File: config.mk
export PLATFORM = sky130hd
export DESIGN_NAME = calendar_day_counter_flat
export DESIGN_NICKNAME = d
export VERILOG_FILES = /design/src/rtl/calendar_day_counter_if.sv /design/src/rtl/calendar_day_counter.sv /design/src/flat_wrapper.sv
export SDC_FILE = /design/constraint.sdc
export NUM_CORES = 1
export LEC_CHECK = 0
export ABC_CLOCK_PERIOD_IN_PS = 7600
export BUFFER_PORTS_ARGS = -buffer_cell sky130_fd_sc_hd__buf_2
export CORE_ASPECT_RATIO = 1.25
export CORE_UTILIZATION = 30
export DETAILED_ROUTE_END_ITERATION = 10
export PLACE_DENSITY_LB_ADDON = 0.15
export SETUP_SLACK_MARGIN = 0.3
export SYNTH_ARGS = -nofsm -noshare
export SYNTH_HDL_FRONTEND = slang
export SYNTH_SLANG_ARGS = --single-unit
File: constraint.sdc
create_clock -name clk -period 7.6 [get_ports clk]
set_input_delay 1.9 -clock clk [delete_from_list [all_inputs] [get_ports clk]]
set_output_delay 1.9 -clock clk [all_outputs]
set_load 0.03 [all_outputs]
File: src/rtl/calendar_day_counter_if.sv
// Load handshake bundle for calendar_day_counter: a new date/month/weekday offered
// with load_valid and accepted on the cycle load_ready is also high.
interface calendar_day_counter_if;
    logic       load_valid;
    logic       load_ready;
    logic [4:0] load_date;
    logic [3:0] load_mon;
    logic [2:0] load_week;

    modport master (
        output load_valid,
        output load_date,
        output load_mon,
        output load_week,
        input  load_ready
    );

    modport slave (
        input  load_valid,
        input  load_date,
        input  load_mon,
        input  load_week,
        output load_ready
    );
endinterface

File: src/rtl/calendar_day_counter.sv
// Non-leap-year date/month/weekday tracker advanced by day_tick, with a validated
// date load (RUN -> CHECK -> optional CATCHUP) that never drops or doubles a tick.
module calendar_day_counter #(
    parameter int START_DATE = 1,
    parameter int START_MON  = 1,
    parameter int START_WEEK = 0
) (
    input  logic                   clk,
    input  logic                   rst_n,
    input  logic                   day_tick,
    calendar_day_counter_if.slave  ld,
    output logic [4:0]             date_out,
    output logic [3:0]             mon_out,
    output logic [2:0]             week_out,
    output logic                   out_valid,
    output logic                   load_err,
    output logic                   month_wrap,
    output logic                   year_wrap
);

    localparam logic [4:0] START_DATE_V = 5'(START_DATE);
    localparam logic [3:0] START_MON_V  = 4'(START_MON);
    localparam logic [2:0] START_WEEK_V = 3'(START_WEEK);

    typedef enum logic [1:0] {
        ST_RUN     = 2'd0,
        ST_CHECK   = 2'd1,
        ST_CATCHUP = 2'd2
    } state_t;

    state_t     state_q, state_d;
    logic [4:0] date_q, date_d;
    logic [3:0] mon_q, mon_d;
    logic [2:0] week_q, week_d;
    logic [4:0] hold_date_q, hold_date_d;
    logic [3:0] hold_mon_q, hold_mon_d;
    logic [2:0] hold_week_q, hold_week_d;
    logic       pend_q, pend_d;
    logic       load_ready_q, load_ready_d;
    logic       out_valid_q, out_valid_d;
    logic       load_err_q, load_err_d;
    logic       month_wrap_q, month_wrap_d;
    logic       year_wrap_q, year_wrap_d;

    // Month lengths match the downstream week-teller table; 0 marks an illegal month.
    function automatic logic [4:0] days_in(input logic [3:0] m);
        logic [4:0] d;
        case (m)
            4'd1, 4'd3, 4'd5, 4'd7, 4'd8, 4'd10, 4'd12: d = 5'd31;
            4'd4, 4'd6, 4'd9, 4'd11:                    d = 5'd30;
            4'd2:                                       d = 5'd28;
            default:                                    d = 5'd0;
        endcase
        return d;
    endfunction

    // One-day advance of the current value, shared by RUN and CATCHUP.
    logic       adv_last;
    logic [4:0] adv_date;
    logic [3:0] adv_mon;
    logic [2:0] adv_week;
    logic       adv_year;
    logic       hold_legal;

    always_comb begin
        adv_last = (date_q == days_in(mon_q));
        adv_year = adv_last && (mon_q == 4'd12);
        adv_week = (week_q == 3'd6) ? 3'd0 : week_q + 3'd1;
        adv_date = adv_last ? 5'd1 : date_q + 5'd1;
        if (!adv_last) begin
            adv_mon = mon_q;
        end else if (mon_q == 4'd12) begin
            adv_mon = 4'd1;
        end else begin
            adv_mon = mon_q + 4'd1;
        end
        hold_legal = (hold_mon_q >= 4'd1) && (hold_mon_q <= 4'd12) &&
                     (hold_date_q >= 5'd1) && (hold_date_q <= days_in(hold_mon_q)) &&
                     (hold_week_q <= 3'd6);
    end

    always_comb begin
        state_d      = state_q;
        date_d       = date_q;
        mon_d        = mon_q;
        week_d       = week_q;
        hold_date_d  = hold_date_q;
        hold_mon_d   = hold_mon_q;
        hold_week_d  = hold_week_q;
        pend_d       = pend_q;
        load_err_d   = 1'b0;
        month_wrap_d = 1'b0;
        year_wrap_d  = 1'b0;

        case (state_q)
            ST_RUN: begin
                if (day_tick) begin
                    date_d       = adv_date;
                    mon_d        = adv_mon;
                    week_d       = adv_week;
                    month_wrap_d = adv_last;
                    year_wrap_d  = adv_year;
                end
                if (ld.load_valid && load_ready_q) begin
                    hold_date_d = ld.load_date;
                    hold_mon_d  = ld.load_mon;
                    hold_week_d = ld.load_week;
                    state_d     = ST_CHECK;
                end
            end
            ST_CHECK: begin
                if (hold_legal) begin
                    date_d = hold_date_q;
                    mon_d  = hold_mon_q;
                    week_d = hold_week_q;
                end else begin
                    load_err_d = 1'b1;
                end
                // A tick arriving while the load is judged is replayed in CATCHUP.
                pend_d  = pend_q | day_tick;
                state_d = (pend_q || day_tick) ? ST_CATCHUP : ST_RUN;
            end
            ST_CATCHUP: begin
                date_d       = adv_date;
                mon_d        = adv_mon;
                week_d       = adv_week;
                month_wrap_d = adv_last;
                year_wrap_d  = adv_year;
                pend_d       = day_tick;
                state_d      = day_tick ? ST_CATCHUP : ST_RUN;
            end
            default: begin
                state_d = ST_RUN;
                pend_d  = 1'b0;
            end
        endcase

        load_ready_d = (state_d == ST_RUN);
        out_valid_d  = (state_d == ST_RUN);
    end

    always_ff @(posedge clk or negedge rst_n) begin
        if (!rst_n) begin
            state_q      <= ST_RUN;
            date_q       <= START_DATE_V;
            mon_q        <= START_MON_V;
            week_q       <= START_WEEK_V;
            hold_date_q  <= 5'd0;
            hold_mon_q   <= 4'd0;
            hold_week_q  <= 3'd0;
            pend_q       <= 1'b0;
            load_ready_q <= 1'b1;
            out_valid_q  <= 1'b1;
            load_err_q   <= 1'b0;
            month_wrap_q <= 1'b0;
            year_wrap_q  <= 1'b0;
        end else begin
            state_q      <= state_d;
            date_q       <= date_d;
            mon_q        <= mon_d;
            week_q       <= week_d;
            hold_date_q  <= hold_date_d;
            hold_mon_q   <= hold_mon_d;
            hold_week_q  <= hold_week_d;
            pend_q       <= pend_d;
            load_ready_q <= load_ready_d;
            out_valid_q  <= out_valid_d;
            load_err_q   <= load_err_d;
            month_wrap_q <= month_wrap_d;
            year_wrap_q  <= year_wrap_d;
        end
    end

    assign ld.load_ready = load_ready_q;
    assign date_out      = date_q;
    assign mon_out       = mon_q;
    assign week_out      = week_q;
    assign out_valid     = out_valid_q;
    assign load_err      = load_err_q;
    assign month_wrap    = month_wrap_q;
    assign year_wrap     = year_wrap_q;

endmodule

File: src/flat_wrapper.sv
// flat-port wrapper written by rule: the top's interface ports become plain ports
module calendar_day_counter_flat 
#(
    parameter int START_DATE = 1,
    parameter int START_MON  = 1,
    parameter int START_WEEK = 0
)
  (clk, rst_n, day_tick, date_out, mon_out, week_out, out_valid, load_err, month_wrap, year_wrap, ld_load_valid, ld_load_date, ld_load_mon, ld_load_week, ld_load_ready);
  calendar_day_counter_if ld_i ();
  input  logic clk;
  input  logic rst_n;
  input  logic day_tick;
  output logic [4:0] date_out;
  output logic [3:0] mon_out;
  output logic [2:0] week_out;
  output logic out_valid;
  output logic load_err;
  output logic month_wrap;
  output logic year_wrap;
  input wire logic [$bits(ld_i.load_valid)-1:0] ld_load_valid;
  input wire logic [$bits(ld_i.load_date)-1:0] ld_load_date;
  input wire logic [$bits(ld_i.load_mon)-1:0] ld_load_mon;
  input wire logic [$bits(ld_i.load_week)-1:0] ld_load_week;
  output wire logic [$bits(ld_i.load_ready)-1:0] ld_load_ready;
  assign ld_i.load_valid = ld_load_valid;
  assign ld_i.load_date = ld_load_date;
  assign ld_i.load_mon = ld_load_mon;
  assign ld_i.load_week = ld_load_week;
  assign ld_load_ready = ld_i.load_ready;
  calendar_day_counter #(.START_DATE(START_DATE), .START_MON(START_MON), .START_WEEK(START_WEEK)) u_core (.clk(clk), .rst_n(rst_n), .day_tick(day_tick), .ld(ld_i), .date_out(date_out), .mon_out(mon_out), .week_out(week_out), .out_valid(out_valid), .load_err(load_err), .month_wrap(month_wrap), .year_wrap(year_wrap));
endmodule
# Word level (Yosys, flattened, before mapping)

Memory sizes are Yosys's and may differ from the RTL's.
Cells that the tools add are included.

$add $sub $neg: 3
Order comparisons: 5
Equality and inequality tests: 7
Mux-type cells: 24
Bitwise gates (word level): 1
Reduce and logical (&&, ||, !) cells: 12

Operators by type and width:

| operator            | number |
|---|---|
| $mux 4              | 4 |
| $mux 5              | 3 |
| $pmux 5 s3          | 1 |
| $pmux 4 s3          | 1 |
| $mux 3              | 3 |
| $pmux 3 s3          | 1 |
| $logic_and 1x1->1   | 6 |
| $mux 2              | 3 |
| $pmux 2 s3          | 1 |
| $add 5x1->5 const B | 1 |
| $eq 5x5->1          | 1 |
| $ge 5x1->1 const B  | 1 |
| $le 5x5->1          | 1 |
| $add 4x1->4 const B | 1 |
| $eq 4x4->1 const B  | 1 |
| $ge 4x1->1 const B  | 1 |
| $le 4x4->1 const B  | 1 |
| $logic_not 2->1     | 2 |
| $mux 1              | 4 |
| $pmux 1 s2          | 2 |
| $add 3x1->3 const B | 1 |
| $eq 3x3->1 const B  | 1 |
| $le 3x3->1 const B  | 1 |
| $pmux 1 s3          | 1 |
| other kinds (9)     | 9 |

Bits in registers: 31
ROM bits: 160
Logic and storage cells: 66
Memories kept: 2

Memories:

| memory           | words | bits a word | read ports | clocked after Yosys merged registers in | write ports | RTL line                   | source |
|---|---|---|---|---|---|---|---|
| (name not given) | 16    | 5           | 1          | 0                                       | 0           | calendar_day_counter.sv:48 | `case (m)` |
| (name not given) | 16    | 5           | 1          | 0                                       | 0           | calendar_day_counter.sv:48 |  |

# Longest topological paths before layout

Gate-level depths: netlist of the first run.

Depth after elaboration: 7
Depth in mapped cells: 11
Depth with buffers taken out: 9

# Least setup slack after synthesis of the first run

No wires, ideal clock.

Kind: input to register
Start point: input day_tick
End point: register u_core.date_q[3] (netlist: u_core.date_out[3])
Arrival: 2.749 ns
Required time: 7.479 ns
Setup slack: 4.730 ns
Stages: 7
Path buffers: 2
Path through: inv_1 a21oi_1 and2_1 buf_6 buf_6 nand2_1 a22o_1

Word-level cells in the longest chain between the ends: 2

Ends and longest elaborated chain:

| what                       | RTL line                    | source |
|---|---|---|
| from (decl)                | flat_wrapper.sv:12          | `input logic day_tick;` |
| $ne 2x2->1 (no line)       | n/a                         |  |
| $reduce_and 3->1 (no line) | n/a                         |  |
| to (signal assigned)       | calendar_day_counter.sv:159 | `date_q <= date_d;` |
| to (decl)                  | calendar_day_counter.sv:32  | `logic [4:0] date_q, date_d;` |

Every way passes these cells.
A chain may end at the register's enable or synchronous reset.

# Final worst setup path of the first run

Start point: register u_core.mon_q[0] (netlist: u_core.mon_out[0])
End point: output mon_out[0]

RTL lines:

| what                   | RTL line                    | source |
|---|---|---|
| from (decl)            | calendar_day_counter.sv:33  | `logic [3:0] mon_q, mon_d;` |
| from (signal assigned) | calendar_day_counter.sv:160 | `mon_q <= mon_d;` |
| to (decl)              | flat_wrapper.sv:14          | `output logic [3:0] mon_out;` |

No word-level cell between the ends.

==> results of run 1 <==
-- logic make-up after synthesis --
logic type	after synthesis	share of synthesized area (%)
AOI/OAI and AO/OA	57	23.0
and+or+nand+nor	56	17.0
DFF	31	40.9
buffers and inverters	22	5.57
muxes	12	7.08
adders and majority gates	10	6.56
-- routing by layer --
metal | GRT usage (%) | share of wire, %
met5 | 0 | 0
met4 | 5.45 | 2.1
met3 | 2.66 | 3.7
met2 | 22.5 | 49
met1 | 16.0 | 45
-- path summary, 6_finish.rpt --
kind | start | end | slack [ns]
setup / recovery | u_core.mon_out[0] | mon_out[0] | 4.56
hold / removal | u_core.pend_q | u_core.pend_q | 0.48
setup reg to reg | u_core.hold_mon_q[0] | u_core.mon_out[1] | 4.58
hold reg to reg | u_core.pend_q | u_core.pend_q | 0.48
max in group asynchronous | rst_n | u_core.hold_week_q[0] | 5.49
min in group asynchronous | rst_n | u_core.pend_q | 1.67
-- state kept, by name (all words and copies together) (netlist names) --
name                  cells
u_core.date_out           5
u_core.hold_date_q        5
u_core.hold_mon_q         4
u_core.hold_week_q        3
u_core.ld.load_ready      1
u_core.load_err           1
u_core.mon_out            4
u_core.month_wrap         1
u_core.pend_q             1
u_core.state_q            2
u_core.week_out           3
u_core.year_wrap          1
-- cell usage in the layout (no fill, tap or decap), drive strengths merged, types with 3 or more instances in the layout --
cell type / synthesis / routed
a31oi: 6 / 6
nor3: 3 / 3
nand2: 17 / 17
mux2: 12 / 12
nor2: 9 / 9
dfstp: 3 / 3
ha: 10 / 10
a211oi: 3 / 3
dfrtp: 28 / 28
o21ai: 12 / 12
clkbuf: 2 / 8
buf: 6 / 32
or3: 3 / 3
a21oi: 7 / 7
o22ai: 3 / 3
inv: 14 / 14
nand3: 9 / 9
o31ai: 3 / 3
a22o: 3 / 3
-- power breakdown --
part           switching, mW  internal [mW]
logic                  0.353          0.242
clock network         0.0590         0.0826
registers              0.110          0.251
-- Yosys cell counts (2+ instances only) --
library cell	instances	area (µm²)
sky130_fd_sc_hd__a31o_1	2	17.5
sky130_fd_sc_hd__buf_6	2	22.5
sky130_fd_sc_hd__ha_1	10	125
sky130_fd_sc_hd__or3_1	2	12.5
sky130_fd_sc_hd__a211oi_1	2	15.0
sky130_fd_sc_hd__and2_1	2	12.5
sky130_fd_sc_hd__o21ai_1	2	10.0
sky130_fd_sc_hd__clkbuf_1	2	7.51
sky130_fd_sc_hd__a21oi_1	7	35.0
sky130_fd_sc_hd__o21ai_0	10	50.1
sky130_fd_sc_hd__mux2_2	12	135
sky130_fd_sc_hd__nor2_1	8	30.0
sky130_fd_sc_hd__nand3_1	9	45.0
sky130_fd_sc_hd__o22ai_1	3	18.8
sky130_fd_sc_hd__nor3_2	2	20.0
sky130_fd_sc_hd__dfrtp_1	28	701
sky130_fd_sc_hd__a22oi_1	2	15.0
sky130_fd_sc_hd__or4_1	2	15.0
sky130_fd_sc_hd__nand2_1	16	60.1
sky130_fd_sc_hd__o31ai_1	3	22.5
sky130_fd_sc_hd__buf_4	2	15.0
sky130_fd_sc_hd__dfstp_2	3	78.8
sky130_fd_sc_hd__o211ai_2	2	25.0
sky130_fd_sc_hd__nand3b_1	2	15.0
sky130_fd_sc_hd__inv_1	14	52.6
sky130_fd_sc_hd__a22o_1	3	26.3
sky130_fd_sc_hd__a31oi_1	6	37.5
-- final cells by class --
| type | instances | area [µm²] |
|---|---|---|
| clock buffer | 8 | 100 |
| sequential | 31 | 779 |
| inverter | 14 | 52.6 |
| multi-input combinational | 135 | 1020 |
| timing repair buffer | 32 | 160 |
| tap | 85 | 106 |
| fill | 666 | 3950 |
-- worst register-to-register path: stages, from the launching register on --
cell and delay, ns:
sky130_fd_sc_hd__dfrtp_1 0.46, sky130_fd_sc_hd__or3_4 0.41, sky130_fd_sc_hd__o21ai_0 0.19, sky130_fd_sc_hd__ha_1 0.29
sky130_fd_sc_hd__a21oi_1 0.12, sky130_fd_sc_hd__o21ai_0 0.11, sky130_fd_sc_hd__a221oi_2 0.39, sky130_fd_sc_hd__and2_1 0.52
sky130_fd_sc_hd__nand2_2 0.09, sky130_fd_sc_hd__a222oi_1 0.34
-- stage by stage --
stage / hold slack [ns] / total power, mW
after floorplan: 0.450 / 0.835
after global placement: 0.470 / 0.963
after detailed placement: 0.471 / 0.967
after CTS: 0.486 / 1.11
after global routing: 0.544 / 1.19
final: 0.481 / 1.10
==> reports/qor.log, run 1 <==
qor: status.status complete, no violations
qor: hold_path.whs_path_depth 2
qor: clocking.clock-root-buffer sky130_fd_sc_hd__clkbuf_8
qor: clocking.cts_buffers 5
qor: timing.maxSlewViolCount 0
qor: die.top_level_ports 33
qor: detailed_routing.drt_iter0_markers 69
qor: clocking.insertion_delay_of_the_later_clocked_pin_in_the_worst_skew_pair 0.28 ns
qor: worst_setup_path.cp_cell_sequence buf_2
qor: clocking.ctsHtreeMaxLevel 2
qor: worst_setup_path.cp.depth 1
qor: layout.post-route-cell-area 0.00222 mm²
qor: layout.n_antenna_cell 0
qor: die.die_width 73.3 µm
qor: placed_design.dpl.hpwl 3170 µm
qor: global_routing.grt_remaining_overflow 0
qor: synth.mappedNetlistArea 0.00191 mm²
qor: worst_setup_path.slowest_delay 0.63 ns
qor: timing.grt_setup_unrepaired false
qor: die.effective_utilization_at_floorplan 30.9%
qor: worst_setup_path.endpoint_kind output pin
qor: clocking.clockBufferDepth 2
qor: worst_setup_path.critical_path_class reg2out
qor: global_routing.first_global_vias 1448
qor: clocking.clock_pin_slew_on_the_worst_setup_and_hold_paths 0.06 ns
qor: worst_setup_path.worst_path_max_delay_cell sky130_fd_sc_hd__dfstp_2
qor: timing.report.final.setup_viol 0
qor: synth.synthArstFlopShare 100%
qor: clocking.tritoncts built
qor: synth.synth-edff-count 0
qor: synth.synth_flop_cell sky130_fd_sc_hd__dfrtp_1
qor: layout.final_cell_count_no_fill 305
qor: clocking.holdBufCountCts 0
qor: timing.finalCriticalPeriod 3.04 ns
qor: layout.area_growth 16.4%
qor: die.die_height 91.2 µm
qor: pwr.power.leakage 0.995 nW
qor: clocking.clk_sinks 31
qor: global_routing.pin_count_of_the_biggest_net_entering_global_routing 32
qor: worst_setup_path.cp.arrival 1.14 ns
qor: die.die-area 0.00669 mm²
qor: worst_setup_path.r2r.worst_path.cells 9
qor: synth.postSynthRegisterBits 31
qor: detailed_routing.average_via_count_per_standard_cell 5.04
qor: timing.final.setup.tns 0 ns
qor: timing.layout_worst_path_cycle_share 39.9%
qor: timing.timing_worst_slew_pin_value 0.865 ns
qor: detailed_routing.detail-route-antenna-nets 0
qor: layout.layout_cell_share_with_drive_strength_beyond_1 32.3%
qor: timing.slew_headroom 41.8%
qor: timing.final.setup_skew 0.00270 ns
qor: worst_setup_path.critical_path.n_buffers_inverters 1
qor: global_routing.overall_global_routing_usage 13.3%
qor: synth.synth_fp_nets 214
qor: die.placeableCoreArea 0.00617 mm²
qor: detailed_routing.route.vias.total 1536
qor: hold_path.worst_hold_path_type reg2reg
qor: pwr.max-vdd-ir-drop 0.204 mV
qor: global_routing.antenna_found_initial 0
qor: detailed_routing.detail_route.wirelength 4190 µm
qor: run.cap_viol_max_count 0
qor: synth.synth_warnings 0
qor: detailed_routing.routed_wire_length_per_instance 13.7 µm
qor: worst_setup_path.worst_ep_required_time 5.70 ns
qor: timing.max_freq 329 MHz
qor: clocking.post-cts-setup-buffers 0
qor: synth.syn-mean-instance-area 10.1 µm²
qor: pwr.p_per_area 494 mW/mm²
qor: placed_design.io_buffers 32
qor: placed_design.post-place-ws 4.26 ns
qor: die.num_rows 32
qor: synth.count_of_distinct_cell_types_in_the_synthesized_netlist 57
qor: global_routing.global_route_wire_length_before_repair 6880 µm
qor: clocking.cts-resized-gates 0
qor: detailed_routing.drt_pre_antenna_iters 4
qor: worst_setup_path.worst_setup_path_start_kind register
qor: placed_design.post-place-cells 297
qor: timing.hold_violation_total_from_the_final_report 0
qor: layout.design.final.nets 245
qor: layout.final_core_utilization 36.0%
qor: worst_setup_path.critPathTopFamily flip-flops
qor: synth.syn-instance-count 188
qor: detailed_routing.drt_drc_violations_left 0
qor: placed_design.placement.cell_area 0.00212 mm²
qor: timing.final.setup.worst_slack 4.56 ns
qor: placed_design.final_estimated_routing_congestion_in_global_placement 0.755
qor: synth.yosysSeqAreaShare 40.9%
qor: worst_setup_path.path_max_fanout 9
No activity file was read; power rests on OpenSTA's default activity.
==> run 2: changes to the inputs <==
--- a/config.mk
+++ b/config.mk
@@ -5,7 +5,8 @@
 export SDC_FILE = /design/constraint.sdc
 export NUM_CORES = 1
 export LEC_CHECK = 0
-export ABC_CLOCK_PERIOD_IN_PS = 7600
+export ABC_AREA = 1
+export ABC_CLOCK_PERIOD_IN_PS = 2900
 export BUFFER_PORTS_ARGS = -buffer_cell sky130_fd_sc_hd__buf_2
 export CORE_ASPECT_RATIO = 1.25
 export CORE_UTILIZATION = 30
==> constraint.sdc (replaced) <==
create_clock -name clk -period 2.9 [get_ports clk]
set_input_delay 0.725 -clock clk [delete_from_list [all_inputs] [get_ports clk]]
set_output_delay 0.725 -clock clk [all_outputs]
set_load 0.03 [all_outputs]
==> reports/qor.log, run 2 <==
qor: timing.maxSlewViolCount 0 [unchanged]
qor: layout.layout.cells.most_common_list 74 x sky130_fd_sc_hd__nand2_1, 32 x sky130_fd_sc_hd__buf_2, 28 x sky130_fd_sc_hd__inv_1, 28 x sky130_fd_sc_hd__dfrtp_1, 22 x sky130_fd_sc_hd__nor2_1 [was 32 x sky130_fd_sc_hd__buf_2, 28 x sky130_fd_sc_hd__dfrtp_1, 16 x sky130_fd_sc_hd__nand2_1]
qor: detailed_routing.route.vias.total 1591 [was 1536]
qor: worst_setup_path.endpoint_kind register [was output pin]
qor: worst_setup_path.cp.depth 16 [was 1]
qor: clocking.clockBufferDepth 2 [unchanged]
qor: worst_setup_path.critical_path_class reg2reg [was reg2out]
qor: detailed_routing.detail_route.wirelength 4090 µm [was 4190 µm]
qor: die.top_level_ports 33 [unchanged]
qor: die.die_height 90.9 µm [was 91.2 µm]
qor: placed_design.placement.cell_area 0.00212 mm² [about the same]
qor: synth.post_synth_main_area_contributors sky130_fd_sc_hd__dfrtp_1 37%, sky130_fd_sc_hd__nand2_1 15%, sky130_fd_sc_hd__ha_1 6.6%, sky130_fd_sc_hd__inv_1 5.5%, sky130_fd_sc_hd__nand3_1 5.3% [was sky130_fd_sc_hd__dfrtp_1 37%, sky130_fd_sc_hd__mux2_2 7.1%, sky130_fd_sc_hd__ha_1 6.6%, sky130_fd_sc_hd__dfstp_2 4.1%, sky130_fd_sc_hd__nand2_1 3.1%]
qor: die.die-area 0.00665 mm² [was 0.00669 mm²]
qor: synth.yosys.area.top_type sky130_fd_sc_hd__dfrtp_1 [unchanged]
qor: synth.synth-edff-count 0 [unchanged]
qor: worst_setup_path.critical_path_s_most_frequent_cell sky130_fd_sc_hd__nand2_1
qor: synth.synth_most_common_cell sky130_fd_sc_hd__nand2_1 [was sky130_fd_sc_hd__dfrtp_1]
qor: worst_setup_path.worst_setup_path_start_kind register [unchanged]
qor: synth.synthArstFlopShare 100% [unchanged]
qor: worst_setup_path.critPathTopFamily simple AND/OR/NAND/NOR gates [was flip-flops]
qor: worst_setup_path.r2r.worst_path.cells 16 [was 9]
qor: detailed_routing.detail-route-antenna-nets 0 [unchanged]
qor: timing.hold_violation_total_from_the_final_report 0 [unchanged]
qor: timing.final.setup.worst_slack 0.962 ns [was 4.56 ns]
qor: layout.fillers 686 [was 666]
qor: timing.final.setup.tns 0 ns [unchanged]
qor: timing.report.final.setup_viol 0 [unchanged]
qor: run.cap_viol_max_count 0 [unchanged]
qor: die.die_width 73.1 µm [was 73.3 µm]
qor: clocking.clk_sinks 31 [unchanged]
qor: synth.netlist.area_leader.share 36.9% [was 36.7%]
qor: clocking.cts-resized-gates 0 [unchanged]
qor: timing.layout_worst_path_cycle_share 66.8%
qor: layout.final_core_utilization 36.3% [was 36.0%]
qor: clocking.clock-root-buffer sky130_fd_sc_hd__clkbuf_8 [unchanged]
qor: hold_path.timing.hold.worst.start u_core.pend_q [unchanged]
qor: synth.netlist_top_cells_count 74 x sky130_fd_sc_hd__nand2_1, 28 x sky130_fd_sc_hd__dfrtp_1, 28 x sky130_fd_sc_hd__inv_1, 22 x sky130_fd_sc_hd__nor2_1, 20 x sky130_fd_sc_hd__nand3_1 [was 28 x sky130_fd_sc_hd__dfrtp_1, 16 x sky130_fd_sc_hd__nand2_1, 14 x sky130_fd_sc_hd__inv_1, 12 x sky130_fd_sc_hd__mux2_2]
qor: timing.final.setup_skew 0.00419 ns [was 0.00270 ns]
qor: hold_path.worst_hold_path_type reg2reg [unchanged]
qor: status.status complete, no violations [unchanged]
qor: synth.count_of_distinct_cell_types_in_the_synthesized_netlist 27 [was 57]
qor: synth.synth_fp_nets 275 [was 214]
qor: global_routing.grt_remaining_overflow 0 [unchanged]
qor: synth.syn-instance-count 249 [was 188]
qor: worst_setup_path.cp_cell_sequence nand2_1 > inv_1 > nand2_2 > nand2_2 > ha_1 > nand3_1 > nand3_1 > inv_1 > nand2_1 > nand2_1 > nand2_2 > nand2_4 > inv_6 > nand2_2 > nand2_1 > nand2_1 [was buf_2]
qor: clocking.post-cts-setup-buffers 0 [unchanged]
qor: global_routing.antenna_found_initial 0 [unchanged]
qor: detailed_routing.drt_drc_violations_left 0 [unchanged]
qor: placed_design.post-place-ws 0.964 ns [was 4.26 ns]
qor: pwr.finalPower 2.79 mW [was 1.10 mW]
qor: synth.synth_flop_cell sky130_fd_sc_hd__dfrtp_1 [unchanged]
qor: worst_setup_path.critical_path.n_buffers_inverters 3 [was 1]
qor: timing.slew_headroom 53.4% [was 41.8%]
qor: timing.finalCriticalPeriod 1.94 ns
qor: worst_setup_path.regToRegStartpoint u_core.hold_mon_q[3] [was u_core.hold_mon_q[0]]
qor: timing.timing_worst_slew_pin_value 0.699 ns [was 0.865 ns]
qor: detailed_routing.average_via_count_per_standard_cell 4.31 [was 5.04]
qor: hold_path.whs_path_depth 2 [unchanged]
qor: die.effective_utilization_at_floorplan 31.0% [was 30.9%]
qor: detailed_routing.drt_pre_antenna_iters 4 [unchanged]
qor: worst_setup_path.worst_path_max_delay_cell sky130_fd_sc_hd__dfrtp_1 [was sky130_fd_sc_hd__dfstp_2]
qor: global_routing.pin_count_of_the_biggest_net_entering_global_routing 32 [unchanged]
qor: synth.mappedNetlistArea 0.00190 mm² [was 0.00191 mm²]
qor: layout.post-route-cell-area 0.00222 mm² [about the same]
qor: global_routing.global_route_wire_length_before_repair 7030 µm [was 6880 µm]
qor: pwr.max-vdd-ir-drop 0.286 mV [was 0.204 mV]
qor: detailed_routing.routed_wire_length_per_instance 11.1 µm [was 13.7 µm]
qor: placed_design.dpl.hpwl 3160 µm [was 3170 µm]
qor: placed_design.post-place-cells 361 [was 297]
qor: layout.layout_cell_share_with_drive_strength_beyond_1 23.6% [was 32.3%]
qor: timing.max_freq 516 MHz
qor: pwr.power.leakage 1.21 nW [was 0.995 nW]
qor: synth.synth_warnings 0 [unchanged]
qor: worst_setup_path.path_max_fanout 15 [was 9]
qor: clocking.ctsHtreeMaxLevel 2 [unchanged]
qor: clocking.tritoncts built [unchanged]
qor: detailed_routing.drt_iter0_markers 70 [was 69]
qor: worst_setup_path.worst_ep_required_time 3.07 ns [was 5.70 ns]
qor: clocking.holdBufCountCts 0 [unchanged]
qor: pwr.p_per_area 1250 mW/mm² [was 494 mW/mm²]
qor: global_routing.first_global_vias 1547 [was 1448]
qor: timing.grt_setup_unrepaired false [unchanged]
qor: synth.syn-mean-instance-area 7.62 µm² [was 10.1 µm²]
qor: synth.yosysSeqAreaShare 41.1% [was 40.9%]
qor: global_routing.overall_global_routing_usage 13.7% [was 13.3%]
qor: clocking.insertion_delay_of_the_later_clocked_pin_in_the_worst_skew_pair 0.28 ns [about the same]
qor: layout.final_common_cell sky130_fd_sc_hd__nand2_1 [was sky130_fd_sc_hd__buf_2]
qor: placed_design.io_buffers 32 [unchanged]
qor: worst_setup_path.slowest_delay 0.44 ns [was 0.63 ns]
qor: timing.timing.hold.ws 0.481 ns [about the same]
qor: worst_setup_path.crit_path_start u_core.hold_mon_q[3] [was u_core.mon_out[0]]
qor: die.placeableCoreArea 0.00613 mm² [was 0.00617 mm²]
qor: detailed_routing.met2_routed_wirelength 2040 µm [was 2060 µm]
qor: detailed_routing.met3_length 97 µm [was 154 µm]
qor: detailed_routing.routedLengthMet1 1900 µm [was 1890 µm]
qor: synth.postSynthRegisterBits 31 [unchanged]
qor: clocking.cts_buffers 5 [unchanged]
qor: layout.design.final.nets 309 [was 245]
qor: layout.n_antenna_cell 0 [unchanged]
qor: layout.area_growth 17.2% [was 16.4%]
qor: worst_setup_path.cp.arrival 2.11 ns [was 1.14 ns]
qor: die.num_rows 32 [unchanged]
qor: layout.final_cell_count_no_fill 369 [was 305]
qor: placed_design.final_estimated_routing_congestion_in_global_placement 0.772 [was 0.755]
qor: clocking.clock_pin_slew_on_the_worst_setup_and_hold_paths 0.07 ns [was 0.06 ns]
qor: detailed_routing.top_layer met4 [unchanged]
==> run 2: cell type report <==
cell class / instances / area (µm²) / area share [%]
clock buffer: 8 / 100 / 4.50
inverter: 34 / 133 / 5.97
multi-input combinational: 178 / 937 / 42.1
timing repair buffer: 33 / 168 / 7.54
sequential: 31 / 779 / 35.1
tap: 85 / 106 / 4.78
==> run 2: worst paths after layout <==
path	end	slack, ns
setup / recovery	u_core.mon_out[2]	0.96
hold / removal	u_core.pend_q	0.48
setup reg to reg	u_core.mon_out[2]	0.96
hold reg to reg	u_core.pend_q	0.48
max in group asynchronous	u_core.hold_date_q[1]	1.96
min in group asynchronous	u_core.week_out[1]	0.49
==> run 2: cell families after synthesis <==
group / count (synthesis) / share of synthesized area, %
AO/OA/AOI/OAI: 29 / 8.57
XOR/XNOR: 5 / 2.31
adder cells (fa/ha/maj): 10 / 6.60
buffers and inverters: 40 / 9.50
flip-flops: 31 / 41.1
AND/OR/NAND/NOR: 134 / 31.9
==> run 2: worst min-delay path, delay by kind of cell, from the launching register on <==
kind / cells / cell delay (ns)
flip-flops: 1 / 0.34
AO/OA/AOI/OAI: 1 / 0.06
AND/OR/NAND/NOR: 1 / 0.05
==> run 2: per-layer routing <==
| metal | vias to the layer above | GRT usage [%] |
|---|---|---|
| met1 | 708 | 17.1 |
| li1 | 850 | - |
| met3 | 4 | 2.68 |
| met5 | - | 0 |
| met4 | 0 | 5.88 |
| met2 | 29 | 22.6 |
==> run 2: power by group <==
| part | internal [mW] | switching [mW] |
|---|---|---|
| Sequential | 0.650 | 0.222 |
| Clock | 0.216 | 0.153 |
| Combinational | 0.537 | 1.01 |
==> run 3: changes to the inputs <==
--- a/config.mk
+++ b/config.mk
@@ -6,7 +6,7 @@
 export NUM_CORES = 1
 export LEC_CHECK = 0
 export ABC_AREA = 1
-export ABC_CLOCK_PERIOD_IN_PS = 2900
+export ABC_CLOCK_PERIOD_IN_PS = 1600
 export BUFFER_PORTS_ARGS = -buffer_cell sky130_fd_sc_hd__buf_2
 export CORE_ASPECT_RATIO = 1.25
 export CORE_UTILIZATION = 30
==> constraint.sdc (replaced) <==
create_clock -name clk -period 1.6 [get_ports clk]
set_input_delay 0.4 -clock clk [delete_from_list [all_inputs] [get_ports clk]]
set_output_delay 0.4 -clock clk [all_outputs]
set_load 0.03 [all_outputs]
==> reports/qor.log, run 3 (synthesis results as in run 2) <==
qor: layout.n_antenna_cell 0 [unchanged]
qor: die.placeableCoreArea 0.00613 mm² [unchanged]
qor: worst_setup_path.cp_cell_sequence nor2_2 > inv_1 > nand2_2 > nand2_2 > ha_4 > nand3b_1 > nand3_1 > nand2_1 > nand2_1 > nand2_2 > nand2_4 > inv_8 > buf_4 > o21ai_2 [was nand2_1 > inv_1 > nand2_2 > nand2_2 > ha_1 > nand3_1 > nand3_1 > inv_1 > nand2_1 > nand2_1 > nand2_2 > nand2_4 > inv_6 > nand2_2 > nand2_1 > nand2_1]
qor: layout.fillers 630 [was 686]
qor: worst_setup_path.worst_ep_required_time 1.81 ns [was 3.07 ns]
qor: layout.final_common_cell sky130_fd_sc_hd__nand2_1 [unchanged]
qor: pwr.max-vdd-ir-drop 0.640 mV [was 0.286 mV]
qor: timing.finalCriticalPeriod 1.82 ns [was 1.94 ns]
qor: worst_setup_path.critPathTopFamily simple AND/OR/NAND/NOR gates [unchanged]
qor: clocking.clockBufferDepth 2 [unchanged]
qor: placed_design.post-place-cells 382 [was 361]
qor: die.num_rows 32 [unchanged]
qor: timing.final.setup.worst_slack -0.222 ns [was 0.962 ns]
qor: detailed_routing.drt_drc_violations_left 0 [unchanged]
qor: layout.final_cell_count_no_fill 414 [was 369]
qor: detailed_routing.route.vias.total 1787 [was 1591]
qor: timing.final.setup_skew 0.00885 ns [was 0.00419 ns]
qor: worst_setup_path.path_max_fanout 8 [was 15]
qor: clocking.insertion_delay_of_the_later_clocked_pin_in_the_worst_skew_pair 0.29 ns [was 0.28 ns]
qor: clocking.clk_sinks 31 [unchanged]
qor: worst_setup_path.worst_setup_path_start_kind register [unchanged]
qor: worst_setup_path.cp.arrival 2.03 ns [was 2.11 ns]
qor: detailed_routing.detail_route.wirelength 4560 µm [was 4090 µm]
qor: layout.layout.cells.most_common_list 56 x sky130_fd_sc_hd__nand2_1, 37 x sky130_fd_sc_hd__buf_4, 26 x sky130_fd_sc_hd__dfrtp_1 [was 74 x sky130_fd_sc_hd__nand2_1, 32 x sky130_fd_sc_hd__buf_2, 28 x sky130_fd_sc_hd__inv_1, 28 x sky130_fd_sc_hd__dfrtp_1, 22 x sky130_fd_sc_hd__nor2_1]
qor: global_routing.antenna_found_initial 0 [unchanged]
qor: timing.slew_headroom 77.3% [was 53.4%]
qor: global_routing.pin_count_of_the_biggest_net_entering_global_routing 19 [was 32]
qor: pwr.finalPower 6.53 mW [was 2.79 mW]
qor: worst_setup_path.worst_path_max_delay_cell sky130_fd_sc_hd__dfrtp_1 [unchanged]
qor: global_routing.first_global_vias 1697 [was 1547]
qor: layout.layout_cell_share_with_drive_strength_beyond_1 46.8% [was 23.6%]
qor: placed_design.placement.cell_area 0.00236 mm² [was 0.00212 mm²]
qor: detailed_routing.drt_iter0_markers 44 [was 70]
qor: placed_design.dpl.hpwl 3360 µm [was 3160 µm]
qor: layout.design.final.nets 354 [was 309]
qor: status.violated_checks negative setup slack
qor: placed_design.final_estimated_routing_congestion_in_global_placement 0.815 [was 0.772]
qor: worst_setup_path.critical_path_s_most_frequent_cell sky130_fd_sc_hd__nand2_2 [was sky130_fd_sc_hd__nand2_1]
qor: clocking.cts_buffers 5 [unchanged]
qor: clocking.holdBufCountCts 0 [unchanged]
qor: layout.area_growth 51.1% [was 17.2%]
qor: pwr.power.leakage 1.50 nW [was 1.21 nW]
qor: die.die_width 73.1 µm [unchanged]
qor: die.effective_utilization_at_floorplan 31.0% [unchanged]
qor: worst_setup_path.slowest_delay 0.38 ns [was 0.44 ns]
qor: detailed_routing.drt_pre_antenna_iters 4 [unchanged]
qor: timing.grt_setup_unrepaired true [was false]
qor: die.die-area 0.00665 mm² [unchanged]
qor: die.die_height 90.9 µm [unchanged]
qor: clocking.clock_pin_slew_on_the_worst_setup_and_hold_paths 0.06 ns [was 0.07 ns]
qor: timing.report.final.setup_viol 13 [was 0]
qor: hold_path.worst_hold_path_type in2async [was reg2reg]
qor: global_routing.grt_remaining_overflow 0 [unchanged]
qor: timing.hold_violation_total_from_the_final_report 0 [unchanged]
qor: global_routing.global_route_wire_length_before_repair 7760 µm [was 7030 µm]
qor: detailed_routing.detail-route-antenna-nets 0 [unchanged]
qor: global_routing.overall_global_routing_usage 15.3% [was 13.7%]
qor: timing.timing_worst_slew_pin_value 0.341 ns [was 0.699 ns]
qor: timing.timing.hold.ws 0.0168 ns [was 0.481 ns]
qor: clocking.clock-root-buffer sky130_fd_sc_hd__clkbuf_8 [unchanged]
qor: worst_setup_path.critical_path_class reg2reg [unchanged]
qor: run.cap_viol_max_count 0 [unchanged]
qor: worst_setup_path.endpoint_kind register [unchanged]
qor: placed_design.io_buffers 32 [unchanged]
qor: timing.max_freq 549 MHz [was 516 MHz]
qor: clocking.ctsHtreeMaxLevel 2 [unchanged]
qor: pwr.p_per_area 2280 mW/mm² [was 1250 mW/mm²]
qor: status.status finished, violations left [was complete, no violations]
qor: placed_design.post-place-ws -0.282 ns [was 0.964 ns]
qor: detailed_routing.routed_wire_length_per_instance 11.0 µm [was 11.1 µm]
qor: layout.post-route-cell-area 0.00287 mm² [was 0.00222 mm²]
qor: clocking.tritoncts built [unchanged]
qor: die.top_level_ports 33 [unchanged]
qor: timing.layout_worst_path_cycle_share 114% [was 66.8%]
qor: detailed_routing.average_via_count_per_standard_cell 4.32 [was 4.31]
qor: timing.maxSlewViolCount 0 [unchanged]
qor: worst_setup_path.critical_path.n_buffers_inverters 3 [unchanged]
## run 3: repair_timing
action	CTS	global route
resized for setup	53	32
pin swaps	10	22
gates cloned	2	0
endpoints found under the setup margin	42	44
setup buffers	13	9
## run 3: path summary, 6_finish.rpt
kind | start | slack [ns] | to | depth (start not counted)
max reg2reg | u_core.hold_mon_q[1] | -0.22 | u_core.week_out[1] | 14
max | u_core.hold_mon_q[1] | -0.22 | u_core.week_out[1] | 14
max in group asynchronous | rst_n | 1.10 | u_core.ld.load_ready | 2
min in group clk | ld_load_date[4] | 0.31 | u_core.hold_date_q[4] | 3
min | rst_n | 0.02 | u_core.date_out[4] | 1
min reg2reg | u_core.pend_q | 0.52 | u_core.pend_q | 2
## run 3: routing by layer
layer	track usage (%)	wire (µm)	vias up
met2	25.6	2330	28
li1	-	-	939
met3	3.35	106	9
met1	18.1	2000	811
met5	0	0	-
met4	7.35	124	0
## run 3: area by class of cell
type | instances | area (µm²) | share of cell area, %
inverters | 34 | 140 | 4.89
clock buffers | 7 | 86.3 | 3.01
repair buffers | 77 | 621 | 21.7
clock inverters | 1 | 5.00 | 0.175
repair inverters | 1 | 6.26 | 0.218
flip-flops and latches | 31 | 782 | 27.3
multi-input cells | 178 | 1120 | 39.0
well taps | 85 | 106 | 3.71
## run 3: power breakdown
part           total, mW  switching (mW)  leakage (nW)  internal (mW)
clock network      0.631           0.284        0.0482          0.346
logic               4.34            2.34          1.07           2.00
registers           1.56           0.376         0.381           1.18
total               6.53            3.00          1.50           3.53
## run 3: per-stage QoR
stage	utilization (%)	setup TNS, ns
CTS	44.2	-2.48
detailed placement	38.5	-2.69
finish	46.8	-2.49
floorplan	-	-1.27
global route	46.8	-4.66
global placement	38.5	-2.38
